<file path="config.mk">
export PLATFORM = sky130hd
export DESIGN_NAME = piso_serializer
export DESIGN_NICKNAME = d
export VERILOG_FILES = /design/src/rtl/serializer_pkg.sv /design/src/rtl/piso_shift_reg.sv /design/src/rtl/piso_serializer.sv
export SDC_FILE = /design/constraint.sdc
export NUM_CORES = 1
export LEC_CHECK = 0
export ABC_CLOCK_PERIOD_IN_PS = 2000
export CAP_MARGIN = 20
export CELL_PAD_IN_SITES_DETAIL_PLACEMENT = 1
export CELL_PAD_IN_SITES_GLOBAL_PLACEMENT = 1
export CORE_AREA = 2 2 39 41
export DETAILED_ROUTE_END_ITERATION = 7
export DIE_AREA = 0 0 41 43
export GPL_TIMING_DRIVEN = 0
export PLACE_DENSITY = 0.74
export REMOVE_ABC_BUFFERS = 1
export SYNTH_ARGS = -nofsm -noshare
export SYNTH_HDL_FRONTEND = slang
export SYNTH_HIERARCHICAL = 1
export SYNTH_SLANG_ARGS = --single-unit
</file>
<file path="constraint.sdc">
create_clock -name CLK -period 2 [get_ports CLK]
set_input_delay 0.4 -clock CLK [delete_from_list [all_inputs] [get_ports CLK]]
set_output_delay 0.4 -clock CLK [all_outputs]
set_load 0.005 [all_outputs]
</file>
<file path="src/rtl/serializer_pkg.sv">
// Shared definitions for the serializer/deserializer pair: FSM state encoding,
// bit-order encoding and the frame counter width helper.
package serializer_pkg;

    typedef enum logic {
        IDLE  = 1'b0,
        SHIFT = 1'b1
    } state_e;

    localparam bit DIR_MSB_FIRST = 1'b0;
    localparam bit DIR_LSB_FIRST = 1'b1;

    // Counter must hold FRAME_LEN-1 down to 0; sizing for frame_len+1 keeps WIDTH=1 legal.
    function automatic int cnt_width(input int frame_len);
        return $clog2(frame_len + 1);
    endfunction

endpackage

</file>
<file path="src/rtl/piso_shift_reg.sv">
// Loadable zero-filling shift register; presents the bit at the output end
// selected by LSB_FIRST.
module piso_shift_reg
    import serializer_pkg::*;
#(
    parameter int WIDTH     = 4,
    parameter bit LSB_FIRST = DIR_MSB_FIRST
) (
    input  logic             clk,
    input  logic             rst_n,
    input  logic             load,
    input  logic             shift,
    input  logic [WIDTH-1:0] data,
    output logic             out_bit
);

    logic [WIDTH-1:0] sreg_q;
    logic [WIDTH-1:0] sreg_d;

    // Load wins over shift so a new word can enter on the last bit of a frame.
    always_comb begin
        sreg_d = sreg_q;
        if (load) begin
            sreg_d = data;
        end else if (shift) begin
            sreg_d = (LSB_FIRST == DIR_LSB_FIRST) ? (sreg_q >> 1) : (sreg_q << 1);
        end
    end

    always_ff @(posedge clk or negedge rst_n) begin
        if (!rst_n) begin
            sreg_q <= '0;
        end else begin
            sreg_q <= sreg_d;
        end
    end

    assign out_bit = (LSB_FIRST == DIR_LSB_FIRST) ? sreg_q[0] : sreg_q[WIDTH-1];

endmodule

</file>
<file path="src/rtl/piso_serializer.sv">
// Parallel-in/serial-out transmitter with valid/ready input and framed serial output.
// Define PISO_PARITY_EN to append an even-parity bit to every frame.
module piso_serializer
    import serializer_pkg::*;
#(
    parameter int WIDTH     = 4,
    parameter bit LSB_FIRST = DIR_MSB_FIRST
) (
    input  logic             CLK,
    input  logic             ASYNCRESETN,
    input  logic [WIDTH-1:0] I,
    input  logic             I_valid,
    output logic             I_ready,
    output logic             O,
    output logic             O_valid,
    output logic             O_last
);

`ifdef PISO_PARITY_EN
    localparam int FRAME_LEN = WIDTH + 1;
`else
    localparam int FRAME_LEN = WIDTH;
`endif
    localparam int CW = cnt_width(FRAME_LEN);
    localparam logic [CW-1:0] LOAD_CNT = CW'(FRAME_LEN - 1);

    // Handshake: a word transfers on a posedge where I_valid && I_ready.
    state_e        state_q;
    state_e        state_d;
    logic [CW-1:0] cnt_q;
    logic [CW-1:0] cnt_d;
    logic          accept;
    logic          frame_end;
    logic          sreg_bit;
`ifdef PISO_PARITY_EN
    logic          parity_q;
    logic          parity_d;
`endif

    assign frame_end = (state_q == SHIFT) && (cnt_q == '0);
    assign I_ready   = ASYNCRESETN && ((state_q == IDLE) || frame_end);
    assign accept    = I_valid && I_ready;

    always_comb begin
        state_d  = state_q;
        cnt_d    = cnt_q;
`ifdef PISO_PARITY_EN
        parity_d = parity_q;
`endif
        if (accept) begin
            state_d  = SHIFT;
            cnt_d    = LOAD_CNT;
`ifdef PISO_PARITY_EN
            parity_d = ^I;
`endif
        end else if (state_q == SHIFT) begin
            if (frame_end) begin
                state_d = IDLE;
            end else begin
                cnt_d = cnt_q - CW'(1);
            end
        end
    end

    always_ff @(posedge CLK or negedge ASYNCRESETN) begin
        if (!ASYNCRESETN) begin
            state_q  <= IDLE;
            cnt_q    <= '0;
`ifdef PISO_PARITY_EN
            parity_q <= 1'b0;
`endif
        end else begin
            state_q  <= state_d;
            cnt_q    <= cnt_d;
`ifdef PISO_PARITY_EN
            parity_q <= parity_d;
`endif
        end
    end

    piso_shift_reg #(
        .WIDTH     (WIDTH),
        .LSB_FIRST (LSB_FIRST)
    ) u_shift_reg (
        .clk     (CLK),
        .rst_n   (ASYNCRESETN),
        .load    (accept),
        .shift   (state_q == SHIFT),
        .data    (I),
        .out_bit (sreg_bit)
    );

    assign O_valid = (state_q == SHIFT);
    assign O_last  = frame_end;
`ifdef PISO_PARITY_EN
    // The data bits are exhausted by count 0; that slot carries the parity bit.
    assign O = (state_q == SHIFT) && (frame_end ? parity_q : sreg_bit);
`else
    assign O = (state_q == SHIFT) && sreg_bit;
`endif

endmodule

</file>
==> metrics.csv <==
metric,value,unit
status,"finished, final reports clean",
fin nets,62,
Syn Inst Count,36,
Crit path largest cell delay,0.57,ns
setup ws final,0.07989,ns
Worst Setup SP,O_valid$_DFF_PN0_,
unrepaired setup endpoints after global routing,no,
Synth-to-Final Area Change,47.06,%
critical path arrival,1.52,ns
largest fanout on the critical path,9,
Cell Rows,14,
initial DRC count,3,
total design power,843.9,µW
largest net degree at the start of global routing,12,
vias in the first global route,333,
fillers,157,
Worst Setup EP,O,
Tmin final,1.920,ns
WP data required,1.60,ns
Die Y,43,µm
CTS root buffer,clkbuf_4,
GP Congestion,0.7047,
Max IR drop VDD,0.0004589,V
r2r worst-path depth,8,
yosys warns,6,
Leak,0.2960,nW
Synth top area share,49.54,%
FF-to-FF Start,cnt_q[0]$_DFFE_PN0P_,
die footprint,1763,µm²
highest clock rate,520.8,MHz
diode count,0,
Reg power frac,33.9,%
most frequent cell after synthesis,dfrtp_1,
r2r setup slk,0.33,ns
Worst-Skew Late Latency,0.26,ns
Int Pwr,551.2,µW
ys async rst share,100.0,%
sequential area share after synthesis,49.54,%
worst r2r dst,u_shift_reg/sreg_q[0]$_DFFE_PN0P_,
startpoint types,flip-flop,
"top cells by area, synth","dfrtp_1 (50%), mux2i_1 (9.9%), ha_1 (6.2%), a21oi_4 (4.0%), o21ai_1 (3.7%)",
vias,320,
vias per cell,4.776,
layout cell share with drive strength beyond 1,31.37,%
clock transition at the registers of the reported paths,0.06,ns
CTS tree,done,
Syn Std Cell Area,404.1,µm²
Synth cell types,16,
Post-DP Area,524.3,µm²
actual slew at the worst max-slew pin,0.5122,ns
total grt overflow,0,
Hold Crit Class,in -> async,
kind of cell adding the most delay to the critical path,flip-flops,
fin. max-slew vios,0,
max-cap violation count,0,
CP max stage cell,dfrtp_1,
Post-DP HPWL,531.2,µm
global-route wire length before repair,1380,µm
crit path cell chain,and2_2 > clkdlybuf4s50_1,
count of input and output buffers,10,
average wire per standard cell,11.91,µm
Final period util,96.01,%
DRT Wirelength,798,µm
dpl ws,-0.3324,ns
Final Non-Filler Cells,67,
Mean Syn Cell Area,11.23,µm²
pwr dens,1420,nW/µm²
number of synthesized register bits,8,
initial antenna violation count,0,
cell count after placement,62,
final setup violation count,0,
Stages on worst setup path,2,
Initial Util,29.20,%
Post-synth top flop,dfrtp_1,
TritonCTS Buffers,3,
DRC errors left,0,
Crit Path Class,reg -> out,
H-tree depth,1,
Clk pwr share,15.4,%
CTS sink cnt,8,
cell taking the most area after synthesis,dfrtp_1,
Post-synth top cells,"dfrtp_1 (8), mux2i_1 (4), nand2_1 (4), inv_1 (3), o21ai_1 (3)",
drt first pass iters,2,
worst clock skew,0.005522,ns
post-route cell area,594.3,µm²
"Buf+Inv Stages, Crit Path",1,
Total GRT Usage,11.92,%
CTS Buffer Depth,2,
die width,41,µm
DRT antenna net count,0,
Net Switching,292.7,µW
"EDFF count, synth",0,
final hold viol count,0,
Sw Ratio,34.68,%
CP endpoint kind,output port,
Relative slew margins,65.85,%
combinational share of power,50.7,%
# IOs,11,
Core Area,1384,µm²
## metrics by stage
stage	setup TNS [ns]	hold WS [ns]	utilization, %
global route	0	0.2605	42.95
floorplan	0	0.1044	-
global placement	-0.4290	0.4827	37.88
finish	0	0.2133	42.95
detailed placement	-0.4885	0.4960	37.88
CTS	0	0.2314	42.77
## cell type report
class	count	area (µm²)	area share (%)
tap	16	20.02	3.368
sequential	8	200.2	33.68
timing repair buffer	12	115.1	19.37
multi-input combinational	24	221.5	37.26
inverter	4	15.01	2.526
clock buffer	3	22.52	3.789
## power groups by stage
| stage | combinational (mW) | sequential (mW) | clock [mW] |
|---|---|---|---|
| after floorplan | 0.243 | 0.269 | 0 |
| after detailed placement | 0.351 | 0.282 | 0 |
| final | 0.428 | 0.286 | 0.130 |
| after global routing | 0.477 | 0.297 | 0.141 |
| after CTS | 0.428 | 0.286 | 0.133 |
| after global placement | 0.342 | 0.278 | 0 |
## metal layers
metal	routed length, µm	vias up	GRT usage, %	share of wire, %
li1	-	150	-	-
met1	361	160	14.43	45
met2	394	8	16.56	49
met3	32	2	3.141	4.0
met4	10	0	10.00	1.3
met5	0	-	0	0
## how the worst min path moves through the flow
stage                     depth (start not counted)                                 to  slack, ns                 start
after floorplan                                   0                  O_valid$_DFF_PN0_       0.10           ASYNCRESETN
after global placement                            2               cnt_q[2]$_DFFE_PN0P_       0.48  cnt_q[2]$_DFFE_PN0P_
after detailed placement                          2               cnt_q[2]$_DFFE_PN0P_       0.50  cnt_q[2]$_DFFE_PN0P_
after CTS                                         1  u_shift_reg/sreg_q[2]$_DFFE_PN0P_       0.23           ASYNCRESETN
after global routing                              1  u_shift_reg/sreg_q[2]$_DFFE_PN0P_       0.26           ASYNCRESETN
final                                             1  u_shift_reg/sreg_q[2]$_DFFE_PN0P_       0.21           ASYNCRESETN
## logic make-up after synthesis
| kind of cell | Yosys count | share of synthesized area [%] |
|---|---|---|
| and+or+nand+nor | 11 | 15.79 |
| AOI/OAI and AO/OA | 7 | 14.86 |
| DFF | 8 | 49.54 |
| adders and majority gates | 2 | 6.191 |
| muxes | 4 | 9.908 |
| buffers and inverters | 4 | 3.714 |
## state kept, by name (all words and copies together) (netlist names)
signal,flops
u_shift_reg/sreg_q,4
cnt_q,3
O_valid,1
## cells in the final DEF (no fill, tap or decap)
cell	instances
nand2b_4	1
dfrtp_1	8
nand2_1	4
nor2_1	2
o22ai_2	1
buf_4	2
nor2b_4	1
o21ai_1	3
inv_2	3
inv_1	1
and2_1	1
ha_4	2
a22oi_1	1
clkdlybuf4s50_1	7
a21oi_4	1
mux2i_1	4
dlygate4sd2_1	2
a22o_1	1
and2_2	2
dlymetal6s2s_1	1
clkbuf_4	3
## what timing repair did
action | in CTS | in global routing
resized for setup | 9 | 1
pin swaps | 1 | 0
hold endpoints to repair | 0 | 0
buffers inserted | 2 | 0
cloned | 0 | 0
setup endpoints to repair | 2 | 1
hold buffers | 0 | 0
Note: power is estimated with default switching activity, not from simulation.
